`config.mk`:
```
export PLATFORM = sky130hd
export DESIGN_NAME = pipeline_hazard_controller
export DESIGN_NICKNAME = d
export VERILOG_FILES = /design/src/rtl/pipeline_hazard_controller.sv
export SDC_FILE = /design/constraint.sdc
export NUM_CORES = 1
export LEC_CHECK = 0
export CAP_MARGIN = 20
export CORE_MARGIN = 8
export CORE_UTILIZATION = 44
export CTS_CLUSTER_DIAMETER = 60
export DETAILED_ROUTE_END_ITERATION = 16
export PLACE_DENSITY_LB_ADDON = 0.08
export SYNTH_ARGS = -nofsm -noshare
export SYNTH_HDL_FRONTEND = slang
export SYNTH_SLANG_ARGS = --single-unit
```
`constraint.sdc`:
```
create_clock -name clk -period 2.18 [get_ports clk]
set_input_delay 0.327 -clock clk [delete_from_list [all_inputs] [get_ports clk]]
set_output_delay 0.327 -clock clk [all_outputs]
set_load 0.01 [all_outputs]
```
`src/rtl/pipeline_hazard_controller.sv`:
```
// pipeline_hazard_controller: load-use stall, branch flush and vector-op freeze sequencing for a 5-stage pipeline
module pipeline_hazard_controller #(
  parameter int ADDR_W  = 4,
  parameter int VEC_LAT = 4,
  parameter int CNT_W   = 16
) (
  input  logic              clk,
  input  logic              rst,
  input  logic [ADDR_W-1:0] RA1D,
  input  logic [ADDR_W-1:0] RA2D,
  input  logic [ADDR_W-1:0] WA3E,
  input  logic              MemtoRegE,
  input  logic              RegWriteE,
  input  logic              BranchTakenE,
  input  logic              VecStartE,
  output logic              StallF,
  output logic              StallD,
  output logic              StallE,
  output logic              FlushD,
  output logic              FlushE,
  output logic              vec_busy,
  output logic [CNT_W-1:0]  stall_cycles
);
  localparam int VW = $clog2(VEC_LAT) + 1;
  typedef enum logic {RUN, VEC_WAIT} state_t;
  state_t state_q, state_d;
  logic [VW-1:0] vec_cnt_q, vec_cnt_d;
  logic [CNT_W-1:0] stall_q, stall_d;
  logic in_run, load_use, br, vs, lu;
  // Priority resolution in RUN: branch > vector start > load-use. The start cycle
  // plus VEC_LAT-2 wait cycles gives a total freeze of VEC_LAT-1 cycles, so the
  // wait ends on the cycle where the counter is about to reach zero.
  always_comb begin
    in_run    = state_q == RUN;
    load_use  = MemtoRegE & RegWriteE & (WA3E != '0) & ((WA3E == RA1D) | (WA3E == RA2D));
    br        = in_run & BranchTakenE;
    vs        = in_run & ~BranchTakenE & VecStartE & (VEC_LAT > 1);
    lu        = in_run & ~BranchTakenE & ~vs & load_use;
    StallF    = ~rst & (~in_run | vs | lu);
    StallD    = StallF;
    StallE    = ~rst & (~in_run | vs);
    FlushD    = ~rst & br;
    FlushE    = ~rst & (br | lu);
    vec_busy  = state_q == VEC_WAIT;
    state_d   = in_run ? (vs ? VEC_WAIT : RUN) : (vec_cnt_q <= VW'(1) ? RUN : VEC_WAIT);
    vec_cnt_d = vs ? VW'(VEC_LAT - 2) : in_run ? vec_cnt_q : (vec_cnt_q == '0 ? '0 : vec_cnt_q - VW'(1));
    stall_d   = (StallF & ~&stall_q) ? stall_q + CNT_W'(1) : stall_q;
    stall_cycles = stall_q;
  end
  // State, vector countdown and saturating stall counter
  always_ff @(posedge clk) begin
    if (rst) begin
      state_q   <= RUN;
      vec_cnt_q <= '0;
      stall_q   <= '0;
    end else begin
      state_q   <= state_d;
      vec_cnt_q <= vec_cnt_d;
      stall_q   <= stall_d;
    end
  end
endmodule

```
==> results.sh, run 1 <==
export IMPL_status="finished, final reports clean"
export IMPL_cts_sinks=20
export IMPL_num_rows=18
export IMPL_max_freq_mhz=470
export IMPL_skew_ps=2.89
export IMPL_grt_pass1_wl_um=5080
export IMPL_drt_pre_antenna_iters=4
export IMPL_ant_nets=0
export IMPL_setup_ws_ps=51.2
export IMPL_grt_met2_usage_pct=25.1
export IMPL_irDropWorstVdd_mv=0.450
export IMPL_wl_um=3110
export IMPL_start_util_pct=45.9
export IMPL_yosysTopAreaCellShare_pct=35.5
export IMPL_rr_worst_depth=8
export IMPL_die_area_sq_um=4440
export IMPL_die_h_um=66.6
export IMPL_grt_usage_pct=14.1
export IMPL_report_power_total_mw=0.728
export IMPL_setup_viol=0
export IMPL_clk_latency_ps=300
export IMPL_period_minus_slack_ps=2130
export IMPL_seqCellArea_sq_um=402
export IMPL_period_share_pct=97.7
export IMPL_area_growth_pct=52.1
export IMPL_p_per_area_nw_per_um2=425
export IMPL_drc=0
export IMPL_multiInputGateArea_sq_um=698
export IMPL_portBuffers=39
export IMPL_cts_clk_slew_worst_paths_ps=110
export IMPL_ios=40
export IMPL_start_kind="input port"
export IMPL_place_gp_congestion=0.798
export IMPL_crit_top_cell="buf_4"
export IMPL_ff2ff_setup_slack_ps=140
export IMPL_crit_type="in2out"
export IMPL_maxCapViolCount=0
export IMPL_rsz0062_at_grt="true"
export IMPL_yosysWarnings=0
export IMPL_vias=1201
export IMPL_syn_avg_cell_area_sq_um=8.35
export IMPL_drive_above_1_share_pct=17.6
export IMPL_via_per_inst=5.39
export IMPL_p_leak_nw=0.676
export IMPL_busiest_layer="met2"
export IMPL_slew_headroom_pct=80.4
export IMPL_synth_top_area_cell="dfxtp_1"
export IMPL_crit_required_ps=1850
export IMPL_cp_end_kind="output port"
export IMPL_arrival_ps=1800
export IMPL_grt_util_met3_pct=5.54
export IMPL_grt_antenna_before_repair=0
export IMPL_worst_pin_slew_ps=291
export IMPL_cts_hold_buf=0
export IMPL_num_fill_cells=211
export IMPL_nets=215
export IMPL_post_place_ws_ps=-472
export IMPL_slew_violations=0
export IMPL_hp_class="reg2reg"
export IMPL_synth_yosys_seq_area_share_pct=35.5
export IMPL_cpPeakStageDelay_ps=390
export IMPL_crit_end="StallD"
export IMPL_worst_r2r_startpoint="stall_cycles[1]$_SDFFE_PP0P_"
export IMPL_die_w_um=66.6
export IMPL_ys_ff_latch=20
export IMPL_crit_path_top_delay_cell="a2111oi_4"
export IMPL_grt_max_degree=21
export IMPL_synth_nets=156
export IMPL_cts_tree="built"
export IMPL_diodes=0
export IMPL_cts_root_buf="clkbuf_4"
export IMPL_fp_coreArea_sq_um=2450
export IMPL_met1_usage_pct=15.6
export IMPL_final_hold_violation_count=0
export IMPL_cts_max_level=1
export IMPL_cts_buffers=3
export IMPL_clockBufferDepth=2
export IMPL_place_hpwl_um=2450
export IMPL_dr_first_iter_drc_count=55
export IMPL_overflow=0
export IMPL_synth_area_top_cells="dfxtp_1, xnor2_1, nor2_1"
export IMPL_crit_start="WA3E[1]"
export IMPL_avgRoutedWirePerCell_um=14.0
export IMPL_yosysUniqueCellTypes=32
export IMPL_crit_path_cell_trace="dlygate4sd2_1 -> xnor2_1 -> nand4_1 -> a2111oi_4 -> buf_4 -> or2_4 -> buf_4 -> buf_6"
export IMPL_r2r_end="stall_cycles[1]$_SDFFE_PP0P_"
export IMPL_syn_inst=135
export IMPL_crit_fanout=3
export IMPL_synth_area_sq_um=1130
export IMPL_grt_pass1_vias=1140
export IMPL_final_core_util_pct=69.8
-- final cells by class --
| type | instances | area share (%) |
|---|---|---|
| inverter | 6 | 1.31 |
| multi-input combinational | 105 | 40.7 |
| clock buffer | 4 | 2.12 |
| tap | 30 | 2.19 |
| timing repair buffer | 58 | 30.2 |
| sequential | 20 | 23.4 |
-- report_power, final --
group / internal, mW / switching (mW)
combinational: 0.0780 / 0.0631
clock: 0.102 / 0.110
sequential: 0.371 / 0.00359
-- flip-flops by register name (all words and copies together), names as in the netlist --
signal / flops
vec_cnt_q: 3
vec_busy: 1
stall_cycles: 16
-- what timing repair did --
| action | CTS | global route |
|---|---|---|
| pin swaps | 12 | 4 |
| hold endpoints to repair | 0 | 0 |
| setup endpoints to repair | 9 | 8 |
| setup buffers | 6 | 0 |
| gates resized for setup | 26 | 3 |
-- metrics by stage --
step                setup TNS, ps  hold slack (ps)  instances  cell area, sq um
floorplan                       0              475        135              1130
global placement            -4000              498        214              1640
detailed placement          -5140              506        214              1640
CTS                         -14.3              527        223              1710
global route                -6.51              552        223              1710
finish                          0              529        223              1710
-- cell usage after synthesis --
master     count
dfxtp_1       20
nor2_1        16
a21oi_1       10
nand3_1        8
o21ai_0        8
xnor2_1        8
inv_1          6
nand2_1        6
or3_1          6
xor2_1         6
nand4_1        5
or2_2          4
ha_1           3
nand2b_1       3
o2111ai_1      3
and3_1         2
buf_4          2
mux2i_1        2
nor4_1         2
o31a_1         2
o31ai_1        2
a2111oi_4      1
a31oi_1        1
and2_1         1
and4_1         1
buf_1          1
clkbuf_1       1
nor2b_1        1
o2111a_1       1
o21ai_2        1
o21ba_2        1
or4_1          1
-- logic make-up after synthesis --
logic type | after synthesis | synth area share, %
flops | 20 | 35.5
simple gates | 56 | 25.6
fa+ha+maj | 3 | 3.33
mux | 2 | 1.78
buf+inv | 10 | 3.99
compound gates | 30 | 18.9
xor+xnor | 14 | 10.9
-- worst max-delay path, delay by kind of cell --
kind                      cells  cell delay, ps
buffers and inverters         4             630
AOI/OAI and AO/OA             1             390
and+or+nand+nor               2             270
xor gates and xnor gates      1             180
-- per-layer routing --
| layer | share of wire [%] | wire (um) |
|---|---|---|
| met4 | 0.58 | 18 |
| met5 | 0 | 0 |
| met1 | 41 | 1280 |
| met3 | 5.7 | 178 |
| met2 | 52 | 1630 |
-- cell usage in the layout (no fill, tap or decap), types with 2 or more instances in the layout --
master,Yosys,routed
dlymetal6s2s_1,0,2
nand4_1,5,5
buf_4,2,19
clkbuf_4,0,3
or2_4,0,2
xor2_1,6,6
o31a_1,2,2
nand3_1,8,8
nor4_1,2,2
a21oi_1,10,9
o2111ai_1,3,3
o21ai_0,8,8
or3_1,6,6
nand2_1,6,6
mux2i_1,2,2
or2_2,4,2
dlygate4sd2_1,0,13
nand2b_1,3,3
clkdlybuf4s50_1,0,22
and3_1,2,2
xnor2_1,8,8
dfxtp_1,20,19
inv_1,6,6
ha_1,3,3
o31ai_1,2,2
nor2_1,16,16
-- worst min path at each step --
stage / endpoint / cells after the start / slack (ps) / from
after floorplan: vec_busy$_SDFF_PP0_ / 1 / 470 / vec_cnt_q[1]$_SDFFE_PP0N_
after detailed placement: vec_busy$_SDFF_PP0_ / 1 / 510 / vec_cnt_q[1]$_SDFFE_PP0N_
after global routing: stall_cycles[9]$_SDFFE_PP0P_ / 2 / 550 / stall_cycles[9]$_SDFFE_PP0P_
final: stall_cycles[5]$_SDFFE_PP0P_ / 2 / 530 / stall_cycles[5]$_SDFFE_PP0P_
after CTS: stall_cycles[5]$_SDFFE_PP0P_ / 2 / 530 / stall_cycles[5]$_SDFFE_PP0P_
after global placement: stall_cycles[9]$_SDFFE_PP0P_ / 2 / 500 / stall_cycles[9]$_SDFFE_PP0P_
Note: power is estimated with default switching activity, not from simulation.
==> run 2: changes to the inputs <==
--- a/config.mk
+++ b/config.mk
@@ -5,7 +5,6 @@
 export SDC_FILE = /design/constraint.sdc
 export NUM_CORES = 1
 export LEC_CHECK = 0
-export CAP_MARGIN = 20
 export CORE_MARGIN = 8
 export CORE_UTILIZATION = 44
 export CTS_CLUSTER_DIAMETER = 60
==> results of run 2 <==
No change in the layout: final DEF, timing and power equal those of run 1.
